==> config.mk <==
export PLATFORM = sky130hd
export DESIGN_NAME = reg_mem_wb_ctl
export DESIGN_NICKNAME = d
export VERILOG_FILES = /design/src/rtl/reg_mem_wb_ctl.sv
export SDC_FILE = /design/constraint.sdc
export NUM_CORES = 1
export LEC_CHECK = 0
export ABC_AREA = 0
export CAP_MARGIN = 10
export CORE_ASPECT_RATIO = 2
export CORE_UTILIZATION = 35
export DETAILED_ROUTE_END_ITERATION = 8
export PLACE_DENSITY = 0.67
export SLEW_MARGIN = 20
export SYNTH_ARGS = -nofsm -noshare
export SYNTH_HDL_FRONTEND = slang
export SYNTH_SLANG_ARGS = --single-unit
export TNS_END_PERCENT = 50
==> constraint.sdc <==
create_clock -name clk -period 2.35 [get_ports clk]
set_input_delay 0.235 -clock clk [delete_from_list [all_inputs] [get_ports clk]]
set_output_delay 0.235 -clock clk [all_outputs]
set_load 0.01 [all_outputs]
==> src/rtl/reg_mem_wb_ctl.sv <==
// MEM/WB pipeline register: valid/stall/flush control, load alignment and extension,
// pre-muxed writeback data, x0 write suppression and a retired-instruction counter.
module reg_mem_wb_ctl #(
  parameter int RADDR_W  = 5,
  parameter int CNT_W    = 32,
  parameter int ZERO_REG = 1
) (
  input  logic               clk,
  input  logic               rst,
  input  logic               me_valid,
  input  logic [31:0]        me_mem_data,
  input  logic [31:0]        me_alu_o,
  input  logic [RADDR_W-1:0] me_rd,
  input  logic               me_mem2reg,
  input  logic               me_regs_write,
  input  logic [2:0]         me_ld_funct3,
  input  logic               stall,
  input  logic               flush,
  output logic               wb_valid,
  output logic [RADDR_W-1:0] wb_rd,
  output logic               wb_regs_write,
  output logic [31:0]        wb_wdata,
  output logic               wb_mem2reg,
  output logic [CNT_W-1:0]   wb_retire_cnt
);

  // Halfword misalignment traps upstream, so only addr[1] selects the half.
  function automatic logic [31:0] load_ext(input logic [31:0] data,
                                           input logic [1:0]  addr,
                                           input logic [2:0]  funct3);
    logic [7:0]  byte_sel;
    logic [15:0] half_sel;
    logic [31:0] res;
    byte_sel = data[{addr, 3'b000} +: 8];
    half_sel = data[{addr[1], 4'b0000} +: 16];
    case (funct3)
      3'd0:    res = {{24{byte_sel[7]}}, byte_sel};
      3'd4:    res = {24'd0, byte_sel};
      3'd1:    res = {{16{half_sel[15]}}, half_sel};
      3'd5:    res = {16'd0, half_sel};
      default: res = data;
    endcase
    return res;
  endfunction

  logic        suppress_x0;
  logic        regs_write_q;
  logic [31:0] wdata_p0;

  assign suppress_x0  = (ZERO_REG != 0) && (me_rd == '0);
  assign regs_write_q = me_valid & me_regs_write & ~suppress_x0;
  assign wdata_p0     = me_mem2reg ? load_ext(me_mem_data, me_alu_o[1:0], me_ld_funct3)
                                   : me_alu_o;

  // ---- MEM -> WB stage boundary ----
  always_ff @(posedge clk) begin
    if (rst) begin
      wb_valid      <= 1'b0;
      wb_rd         <= '0;
      wb_regs_write <= 1'b0;
      wb_wdata      <= '0;
      wb_mem2reg    <= 1'b0;
      wb_retire_cnt <= '0;
    end else if (flush) begin
      wb_valid      <= 1'b0;
      wb_rd         <= '0;
      wb_regs_write <= 1'b0;
      wb_wdata      <= '0;
      wb_mem2reg    <= 1'b0;
    end else if (!stall) begin
      wb_valid      <= me_valid;
      wb_rd         <= me_rd;
      wb_regs_write <= regs_write_q;
      wb_wdata      <= wdata_p0;
      wb_mem2reg    <= me_mem2reg & me_valid;
      if (me_valid)
        wb_retire_cnt <= wb_retire_cnt + CNT_W'(1);
    end
  end

endmodule

# Yosys cells after proc, flatten, opt, wreduce, memory -nomap -nowiden
# Index checks and enable logic that the tools add are counted.
# W data, S select, Z words.
[op_classes]
addsub = 1
n_eq_ne = 3
n_bitwise = 6
n_reduce_logical = 4
n_shift = 2
mux = 2
[ops]
columns = ["cell", "n"]
rows = [
  ["$pmux W32 S4", 1],
  ["$add A32 B1 Y32 const B", 1],
  ["$mux W32", 1],
  ["$shiftx A32 B6 Y16", 1],
  ["$shiftx A32 B6 Y8", 1],
  ["$eq A3 B3 Y1 const B", 2],
  ["$logic_not A5 Y1", 1],
  ["$and A1 B1 Y1", 3],
  ["$eq A3 B1 Y1 const B", 1],
  ["$logic_not A3 Y1", 1],
  ["$not A1 Y1", 3],
  ["$reduce_and A3 Y1", 1],
  ["$reduce_or A2 Y1", 1],
]
[word_totals]
out_inout_bits = 72
word_cells = 24
regBits = 72
in_bits = 79

# Logic depth before layout (Yosys ltp)
[depth]
word_depth = 3
depth_mapped = 7
depth_no_buf = 5

# Least setup slack after synthesis
# No wires, ideal clock.
[synth_timing]
path_kind = "register to register"
from = "register wb_retire_cnt[14]"
to = "register wb_retire_cnt[29]"
path_slack_ns = 0.427
required_time_ns = 2.279
arrival_time_ns = 1.852
stages_incl_launch_ff = 6
setup_ns = 0.071
period_less_slack_ns = 1.923
n_path_buf = 1
path_cell_list = "dfxtp_1 nand4_2 or4_4 buf_6 or4_1 a21oi_1"
[synth_via]
elab_chain_cells = 1
[synth_lines]
columns = ["item", "line", "text"]
rows = [
  ["from (decl)", "24", "output logic [CNT_W-1:0] wb_retire_cnt"],
  ["from (signal assigned)", "77", "wb_retire_cnt <= wb_retire_cnt + CNT_W'(1);"],
  ["$add A32 B1 Y32", "77", ""],
]
# Every way passes these cells.
# A chain may end at the register's enable or synchronous reset.

# Worst setup path after layout
[layout_timing]
from = "register wb_retire_cnt[14]"
to = "register wb_retire_cnt[22]"
# Same word-level chain as after synthesis.

==> run_results.csv <==
group,metric,value,unit
timing,hold_ws,0.462,ns
critical_path,start_kind,"register",
layout,final_cell_mix,"clkdlybuf4s50_1, dfxtp_1, a21oi_1, nand2_1, nor2_1",
timing,finalCriticalPeriod,2.00,ns
detailed_routing,route.detailed.drc,0,
critical_path,worstPathArrival,2.26,ns
clock_tree,root_buffer,"clkbuf_16",
layout,area_growth,53.8,%
timing,finClkSkew,0.00743,ns
detailed_routing,post_drt_wl_per_cell,17.7,µm
die,core,0.0102,mm²
layout,layout_commonest_cell,"clkdlybuf4s50_1",
synth,netlist_instances,446,
synth,synth.area.mux_share,0.0597,
detailed_routing,vias_per_cell,5.62,
synth,synth_top_area_cell,"dfxtp_1",
layout,final_cells,737,
synth,synth-async-reset-ratio,0,
global_route,grt_pass1_vias,3988,
hold_path,holdPathStages,2,
critical_path,path_max_fanout,12,
die,io_pins,151,
clock_tree,cts_hold_buf,0,
placement,io_buffers,150,
global_route,grt_max_degree,38,
synth,synth_top_area_share,0.388,
timing,slew_headroom,0.610,
placement,dp_hpwl,9950,µm
hold_path,hold_class,"register to register",
clock_tree,post_cts_resized,0,
global_route,antenna_found_initial,0,
synth,avgSynthCellArea,8.32,µm²
layout,num_antenna_cells,0,
layout,n_fill_cell,1001,
layout,fin_util,0.559,
power,power_density,534,mW/mm²
synth,synth_top_flop_cell,"dfxtp_1",
layout,ff_latch_area,0.00144,mm²
clock_tree,cts_tree,"yes",
die,start_util,0.363,
clock_tree,cts_buffers,9,
timing,slew_violations,0,
synth,yosysWarnings,0,
global_route,grt_pass1_wl,19600,µm
synth,synth_area_leaders,"dfxtp_1, a21oi_1, o221ai_1",
clock_tree,cts.sinks,72,
clock_tree,clockBufferDepth,2,
timing,setup_tns,0,ns
timing,finalHoldViolCount,0,
synth,synth_adder_area_share,0.00337,
detailed_routing,wl,13100,µm
clock_tree,insertion_delay,0.33,ns
synth,synth-compound-area-share,0.259,
job,drv_cap,0,
timing,grt_setup_unrepaired,"no",
detailed_routing,firstDrtPassIters,5,
global_route,grt.total_usage,0.234,
synth,synth_edf_count,0,
clock_tree,path_clk_slew,0.06,ns
global_route,overflow,0,
die,die_h,148,µm
power,ir_drop,0.394,mV
clock_tree,htreeDepth,3,
synth,synth.distinct_cells,54,
placement,place_inst,721,
timing,fmax,0.501,GHz
critical_path,r2r_cells,4,
clock_tree,cts_setup_buffers,0,
synth,synthSimpleGateAreaFrac,0.214,
placement,place.gp.congestion,0.897,
layout,nets,677,
timing,tightestPinTransition,0.571,ns
die,chipWidth,74.8,µm
power,p_leak,0.00201,µW
die,rows,52,
synth,yosysSeqAreaShare,0.388,
timing,setup_ws,0.353,ns
status,outcome,"finished clean",
critical_path,end_kind,"register",
synth,syn_nets,526,
synth,synth_top_family_by_area,"compound AO/OA/AOI/OAI gates",
detailed_routing,ant_nets,0,
layout,drive_gt1_frac,0.0880,
detailed_routing,drt-initial-drc-count,173,
detailed_routing,detailroute.via_count,4145,
critical_path,crit_required,2.61,ns
synth,synth-seq-cells,72,
synth,synth_xor_area_frac,0.0212,
die,dieArea,0.0110,mm²
placement,place_ws,0.201,ns
critical_path,worstSetupPathType,"register to register",
timing,finalCritPeriodShare,0.850,
layout,multi_input_area,0.00207,mm²
synth,synthesis.area,0.00371,mm²
timing,setup_viol,0,
-- worst paths after layout --
| path | slack, ns | end | start |
|---|---|---|---|
| max | 0.35 | wb_retire_cnt[22] | wb_retire_cnt[14] |
| min | 0.46 | wb_wdata[4] | wb_wdata[4] |
| max reg2reg | 0.35 | wb_retire_cnt[22] | wb_retire_cnt[14] |
| min reg2reg | 0.46 | wb_wdata[4] | wb_wdata[4] |
-- Yosys cell counts, drive strengths merged, types with 3 or more instances --
master and number:
nand2b 4, and4 5, and3 3, clkbuf 27
o21a 3, a211oi 8, or3 5, nand2 43
a21boi 3, dfxtp 72, buf 7, nor2b 9
or4 15, xnor2 3, o22ai 5, o211ai 3
o221ai 28, o31ai 13, inv 15, a221oi 3
mux2i 12, nand3 11, o21ai 11, nand3b 3
a21oi 50, nor2 29, mux2 9, nand4 9
nor3 8, xor2 6
-- critical path, cell delays in order (launching register included) --
cell and delay, ns:
dfxtp_1 0.44, nand4_2 0.19, or4_4 0.64, or4_1 0.52, a21oi_1 0.14
-- per-stage QoR --
step	instance area, µm²	power (µW)
final	5710	3050
after floorplan	3710	1490
after global routing	5710	3180
after detailed placement	5420	1770
after CTS	5710	3080
after global placement	5420	1770
-- final cells by class --
cell class,count,area share
well taps,135,0.0296
clock buffers,10,0.0419
flip-flops and latches,72,0.253
clock inverters,6,0.00767
inverters,17,0.0112
multi-input cells,323,0.362
repair buffers,174,0.295
-- sequential cells by signal, summed over array words and instances (netlist names) --
signal / cells
wb_wdata: 32
wb_mem2reg: 1
wb_retire_cnt: 32
wb_valid: 1
wb_regs_write: 1
wb_rd: 5
-- where the power goes --
group          total, µW  internal [µW]  leakage [µW]  switching, µW
sequential          1270           1250      0.000584           16.0
combinational        481            256       0.00130            224
clock               1300            745      0.000127            554
-- cells by family after synthesis --
group,Yosys count
compound gates,142
xor+xnor,9
fa+ha+maj,1
buf+inv,51
flops,72
mux,21
simple gates,150
-- layer usage --
metal | vias up | wire length (µm) | GRT usage
met5 | - | 0 | 0
met4 | 0 | 447 | 0.122
met3 | 31 | 888 | 0.0559
met2 | 167 | 7210 | 0.436
met1 | 1965 | 4510 | 0.224
li1 | 1982 | - | -
Note: power is estimated with default switching activity, not from simulation.
